--- src/rtl/seq_shifter.sv ---
// seq_shifter: 16-bit shift/rotate by 0-15 positions, one bit per clock,
// with valid/ready request and response ports.
`default_nettype none

module shift1 (
  input  logic [15:0] data_i,
  input  logic [1:0]  op_i,
  input  logic        sh_i,
  output logic [15:0] data_o
);

  logic [15:0] stepped;

  always_comb begin
    stepped = data_i;
    case (op_i)
      2'b00:   stepped = {data_i[14:0], data_i[15]};
      2'b01:   stepped = {data_i[14:0], 1'b0};
      2'b10:   stepped = {data_i[15], data_i[15:1]};
      default: stepped = {1'b0, data_i[15:1]};
    endcase
  end

  assign data_o = sh_i ? stepped : data_i;

endmodule

module seq_shifter (
  input  logic        clk,
  input  logic        rst_n,
  input  logic        in_valid,
  output logic        in_ready,
  input  logic [15:0] in_data,
  input  logic [3:0]  in_cnt,
  input  logic [1:0]  in_op,
  output logic        out_valid,
  input  logic        out_ready,
  output logic [15:0] out_data,
  output logic        busy
);

  typedef enum logic [1:0] {
    S_IDLE  = 2'd0,
    S_SHIFT = 2'd1,
    S_DONE  = 2'd2
  } state_t;

  state_t      state_q;
  logic [15:0] data_q;
  logic [1:0]  op_q;
  logic [3:0]  cnt_q;
  logic        in_ready_q;
  logic        out_valid_q;
  logic        busy_q;
  logic [15:0] data_d;

  shift1 u_shift1 (
    .data_i (data_q),
    .op_i   (op_q),
    .sh_i   (1'b1),
    .data_o (data_d)
  );

  // Handshake outputs are registered alongside the state so they always
  // reflect the state they decode.
  always_ff @(posedge clk or negedge rst_n) begin
    if (!rst_n) begin
      state_q     <= S_IDLE;
      data_q      <= 16'h0000;
      op_q        <= 2'b00;
      cnt_q       <= 4'd0;
      in_ready_q  <= 1'b1;
      out_valid_q <= 1'b0;
      busy_q      <= 1'b0;
    end else begin
      case (state_q)
        S_IDLE: begin
          if (in_valid) begin
            data_q     <= in_data;
            op_q       <= in_op;
            cnt_q      <= in_cnt;
            in_ready_q <= 1'b0;
            busy_q     <= 1'b1;
            if (in_cnt == 4'd0) begin
              state_q     <= S_DONE;
              out_valid_q <= 1'b1;
            end else begin
              state_q <= S_SHIFT;
            end
          end
        end
        S_SHIFT: begin
          data_q <= data_d;
          cnt_q  <= cnt_q - 4'd1;
          if (cnt_q == 4'd1) begin
            state_q     <= S_DONE;
            out_valid_q <= 1'b1;
          end
        end
        S_DONE: begin
          if (out_ready) begin
            state_q     <= S_IDLE;
            in_ready_q  <= 1'b1;
            out_valid_q <= 1'b0;
            busy_q      <= 1'b0;
          end
        end
        default: begin
          state_q     <= S_IDLE;
          in_ready_q  <= 1'b1;
          out_valid_q <= 1'b0;
          busy_q      <= 1'b0;
        end
      endcase
    end
  end

  assign in_ready  = in_ready_q;
  assign out_valid = out_valid_q;
  assign busy      = busy_q;
  assign out_data  = data_q;

endmodule

`default_nettype wire

--- config.mk ---
export PLATFORM = sky130hd
export DESIGN_NAME = seq_shifter
export DESIGN_NICKNAME = d
export VERILOG_FILES = /design/src/rtl/seq_shifter.sv
export SDC_FILE = /design/constraint.sdc
export NUM_CORES = 1
export LEC_CHECK = 0
export ABC_CLOCK_PERIOD_IN_PS = 2300
export CAP_MARGIN = 20
export CORE_MARGIN = 5
export CORE_UTILIZATION = 40
export DETAILED_ROUTE_END_ITERATION = 10
export GPL_TIMING_DRIVEN = 0
export PLACE_DENSITY = 0.7
export SLEW_MARGIN = 20
export SYNTH_ARGS = -nofsm -noshare
export SYNTH_HDL_FRONTEND = slang
export SYNTH_SLANG_ARGS = --single-unit
--- constraint.sdc ---
create_clock -name clk -period 2.3 [get_ports clk]
set_input_delay 0.575 -clock clk [delete_from_list [all_inputs] [get_ports clk]]
set_output_delay 0.575 -clock clk [all_outputs]
set_load 0.02 [all_outputs]
### Word level (Yosys, flattened, before mapping)

Index checks and enable logic that the tools add are counted.

| operators by class | value |
|---|---|
| reductions and logical operators | 10 |
| eq/ne operators | 10 |
| multiplexer cells | 20 |
| add/sub/neg operators | 1 |
| bitwise gates (word level) | 1 |

Operator list:

| kind | number |
|---|---|
| 16-bit case mux with 3 select lines | 1 |
| 16-bit case mux with 2 select lines | 1 |
| 16-bit two-way mux | 1 |
| 2-bit != test, second input constant | 5 |
| 1-bit case mux with 3 select lines | 3 |
| 3-bit AND reduction | 3 |
| 2-bit two-way mux | 4 |
| 4-bit case mux with 2 select lines | 1 |
| 1-bit two-way mux | 7 |
| 2-bit case mux with 3 select lines | 1 |
| 2-bit by 1-bit equality test with 1-bit output, second input constant | 2 |
| 2-bit equality test, second input constant | 2 |
| 4-bit by 1-bit equality test with 1-bit output, second input constant | 1 |
| 2-bit zero test | 2 |
| 4-bit zero test | 1 |
| 4-bit two-way mux | 1 |
| 2-bit AND reduction | 2 |
| 4-bit AND reduction | 1 |
| 4-bit by 1-bit subtractor with 4-bit output, second input constant | 1 |
| 2-bit nonzero test | 1 |
| 1-bit inverter | 1 |

| word-level totals | value |
|---|---|
| register bits after elaboration | 27 |
| logic and storage cells | 50 |
| input port bits | 26 |
| output and inout bits | 19 |

### Logic depth before layout (Yosys ltp)

| logic depth | value |
|---|---|
| word-level depth | 4 |
| mapped depth | 5 |
| gate-level depth less buffers | 5 |

### Cells and area by module

A second synthesis with hierarchy kept.

| second synthesis, totals | value |
|---|---|
| cells, all modules | 184 |
| area, all modules | 1661.6 um2 |

By module, submodules not included:

| module | cells each | area each (um2) | sequential area each (um2) | instances |
|---|---|---|---|---|
| seq_shifter | 130 | 1315.0 | 676.9 | 1 |
| shift1 | 54 | 346.6 | 0.0 | 1 |

### Worst setup path after synthesis

No wires, ideal clock.

| path | value |
|---|---|
| path type | input port to flip-flop |
| start | input in_cnt[0] |
| end | register state_q[0] |
| data required time | 2.168 ns |
| path buffers | 0 |
| arrival time | 1.297 ns |
| cell stages on the path | 3 |
| setup time | 0.132 ns |
| setup slack | 0.872 ns |
| cells stage by stage | or4_4 -> a21oi_1 -> nor3_1 |

| between the ends | value |
|---|---|
| longest elaborated chain between the ends | 4 |

Ends and longest elaborated chain:

| element | line | source |
|---|---|---|
| from (decl) | 34 | `input logic [3:0] in_cnt,` |
| 4-bit zero test | 84 | `if (in_cnt == 4'd0) begin` |
| 2-bit two-way mux | 84 |  |
| 2-bit two-way mux | 78 | `if (in_valid) begin` |
| 2-bit case mux with 3 select lines | 76 | `case (state_q)` |
| to (signal assigned) | 85 | `state_q <= S_DONE;` |
| to (signal assigned) | 88 | `state_q <= S_SHIFT;` |
| to (signal assigned) | 96 | `state_q <= S_DONE;` |
| to (decl) | 48 | `state_t state_q;` |

Every way passes these cells. The select of a mux whose other input is x is not followed.
A chain may end at the register's enable or synchronous reset.

### Worst setup path after layout

| path | value |
|---|---|
| start | register in_ready_q, in the netlist in_ready |
| end | output in_ready |

RTL lines:

| element | line | source |
|---|---|---|
| from (decl) | 52 | `logic in_ready_q;` |
| from (signal assigned) | 72 | `in_ready_q <= 1'b1;` |
| from (signal assigned) | 82 | `in_ready_q <= 1'b0;` |
| from (signal assigned) | 103 | `in_ready_q <= 1'b1;` |
| to (decl) | 32 | `output logic in_ready,` |

No word-level cell between the ends.

==> metrics.md <==
| Metric | Value |
|---|---|
| Result of the run | finished, final reports clean |
| Starting DRC count in detailed routing | 71 |
| Synthesized area per cell | roughly 9.9 sq um |
| Starting Density | between 40% and 50% |
| # clock sinks | 27 |
| Hold Buf Count CTS | 0 |
| # Max-Cap Violations | 0 |
| Most frequent cells after synthesis | dfrtp_1 (26), a21oi_1 (19), nor2_1 (18), mux2i_1 (14), o2bb2ai_1 (14) |
| Crit path kind | register to output pin |
| Total wirelength of the detailed-routed design | slightly below 4000 um |
| CP Capture Type | output pin |
| Largest fanout on the critical path | 3 |
| Cell at the root of the clock tree | clkbuf_8 |
| Total nets after synthesis | ~180 |
| Post-CTS Setup Bufs | 0 |
| Gate family responsible for the most delay along the worst path | buffers and inverters |
| Total number of vias | around 1,300 |
| Deepest level of the CTS H-tree | 1 |
| Filler cell count | approximately 350 |
| Share of layout cells above drive strength 1 | 11.56% |
| DR WL/cell | ~16 um |
| Global route total overflow | 0 |
| Sequence of cells on the critical path | clkdlybuf4s50_1 |
| Chip width | just over 70 um |
| Largest buffer count on any clock path | 2 |
| Cell accounting for the most synthesized area | dfrtp_1 |
| Max Fclk | around 500 MHz |
| Clock tree from TritonCTS | done |
| Number of buffers created by CTS | 3 |
| Synth Flop Type | dfrtp_1 |
| Placed cell count | approximately 240 |
| Pin count of the biggest net entering global routing | 28 |
| Summed instance area of the synthesized netlist | about 1500 sq um |
| Critical path depth in cells | 1 |
| Post-CTS clock slew at the launch and capture registers of the worst setup and hold paths | around 0.090 ns |
| Number of register bits inferred by synthesis | 27 |
| Detailed-route vias per instance | ~5.4 |
| Antenna violations before repair | 0 |
| Final period util | approximately 87% |
| Total cell area at the placement stage | ~2000 sq um |
| Worst Path Required | 1.73 ns |
| Slew HR | about 60% |
| Final sum of negative setup slack | 0 ns |
| Site row count | 22 |
| Number of detailed-routing iterations run before antenna repair | 5 |
| Area added between synthesis and finish | 36.18% |
| Top cells by area in the synthesized netlist | dfrtp_1 (44%), mux2i_1 (9.4%), o2bb2ai_1 (8.2%), a21oi_1 (6.4%), nor2_1 (4.5%) |
| Number of buffers and inverters on the critical path | 1 |
| Reported leakage power | between 0.8 and 0.9 nW |
| Final non-filler cell total | between 200 and 250 |
| Clk_skew | about 0.0028 ns |
| Global-route usage over all layers | 15.63% |
| Clock latency on the worst-skew pair | 0.27 ns |
| Number of buffers added on ports | between 40 and 50 |
| Signal arrival time at the worst endpoint | between 1 and 1.5 ns |
| Utilization of the core after routing | a little under three fifths |
| Power Density | roughly 1400 nW/um^2 |
| DIE AREA | around 5100 sq um |
| Setup violation total in the final timing report | 0 |
| Max IR drop VDD | 0.5132 mV |
| Reg2Reg Depth | 5 |
| Worst setup SP type | register |
| Floorplan die height | slightly above 70 um |
| Reg-to-reg setup timing slack | between 0.9 and 1 ns |
| I/O pin total | 45 |
| Synthesis warning total | 0 |
| Post-DP HPWL | 2980 um |
| Time the worst path needs with I/O delays and setup | 1.993 ns |
| Number of hold violations in the final report | 0 |
| Most common cell in the netlist | dfrtp_1 |
| Number of gates resized after cts | 0 |
| Number of global-route vias before repair | roughly 1,300 |
| Weighted congestion reported at the end of routability-driven placement | 0.8093 |
| Yosys top cell area share | 43.55% |
| Nets | 228 |
| Count of unresolved DRC violations after routing | 0 |
| First-pass GRT wire length | roughly 6500 um |
| Number of distinct library cell variants in the gate-level netlist after synthesis | 33 |
| CP max stage delay | around 0.6 ns |
| Asr flop ratio synth | between 90% and 100% |
| Proportion of synthesized chip area in sequential cells | a little under half |
| Max-slew violation total from the final report | 0 |
| Diode count | 0 |
| Core area | around 3600 sq um |
| Hold WC Path Type | primary input to asynchronous set/reset pin |
| Measured slew at the worst slew-check pin | ~0.60 ns |
| Synthesized instance count | roughly 150 |
| Remaining number of nets flagged by the antenna check after routing | 0 |
| Number of enable flip-flop cells after synthesis | 0 |
| Setup repair after global routing missed its margin | no |
| Slowest cell on crit path | clkdlybuf4s50_1 |
| Final instance area | roughly 2000 sq um |
[cells by family after synthesis]
family,share of synthesized area (%)
buffers and inverters,6.113
multiplexers,10.13
flip-flops,45.31
adder cells (fa/ha/maj),1.675
AND/OR/NAND/NOR,12.56
AO/OA/AOI/OAI,24.21
[per-stage QoR]
step / setup WS (ns) / total power, W / hold WS [ns]
4_1_cts: 0.3031 / 0.002783 / 0.3263
6_report: 0.3072 / 0.002757 / 0.3036
3_3_place_gp: 0.2589 / 0.002457 / 0.4895
2_1_floorplan: 0.8715 / 0.001925 / 0.2794
3_5_place_dp: 0.3170 / 0.002511 / 0.4859
5_1_grt: 0.2743 / 0.002970 / 0.3461
[placed cells by master (no fill, tap or decap), drive strengths merged, types with 2 or more instances in the layout]
cell / Yosys / final
clkdlybuf4s50: 0 / 43
dfrtp: 26 / 26
a21oi: 19 / 19
nor2: 19 / 19
mux2i: 14 / 14
o2bb2ai: 14 / 14
buf: 11 / 12
nand2: 8 / 8
o21ai: 8 / 8
inv: 4 / 4
clkbuf: 0 / 4
nand2b: 3 / 3
nor3: 3 / 3
a22oi: 2 / 2
a32oi: 2 / 2
ha: 2 / 2
[metal layers]
metal	part of all wire [%]	global-route usage [%]	vias to the layer above
met2	48	25.23	43
met5	0	0	-
li1	-	-	645
met4	0.36	1.879	0
met3	6.2	2.841	4
met1	45	22.55	634
[registers in the layout, indices dropped and copies added, names as in the netlist]
name / count
state_q: 2
out_valid: 1
in_ready: 1
op_q: 2
busy: 1
cnt_q: 4
out_data: 16
[path summary, 6_finish.rpt]
path                                 start            to
worst max register to register  state_q[1]  out_data[13]
worst min register to register        busy          busy
worst max-delay path              in_ready      in_ready
min in group clk                      busy          busy
worst min-delay path                 rst_n   out_data[9]
max in group asynchronous            rst_n      cnt_q[2]
[power breakdown]
part           internal (W)  switching [W]
Clock              0.000124       0.000140
Sequential         0.000701       0.000204
Combinational      0.000787       0.000801
Total               0.00161        0.00114
[final cells by class]
| cell class | instances | area, sq um | area share [%] |
|---|---|---|---|
| Buffer | 11 | 76.32 | 3.752 |
| Clock buffer | 4 | 45.04 | 2.214 |
| Inverter | 4 | 15.01 | 0.7380 |
| Multi-Input combinational cell | 109 | 725.7 | 35.67 |
| Sequential cell | 27 | 676.9 | 33.27 |
| Tap cell | 48 | 60.06 | 2.952 |
| Timing Repair Buffer | 44 | 435.4 | 21.40 |
Note: power is estimated with default switching activity, not from simulation.
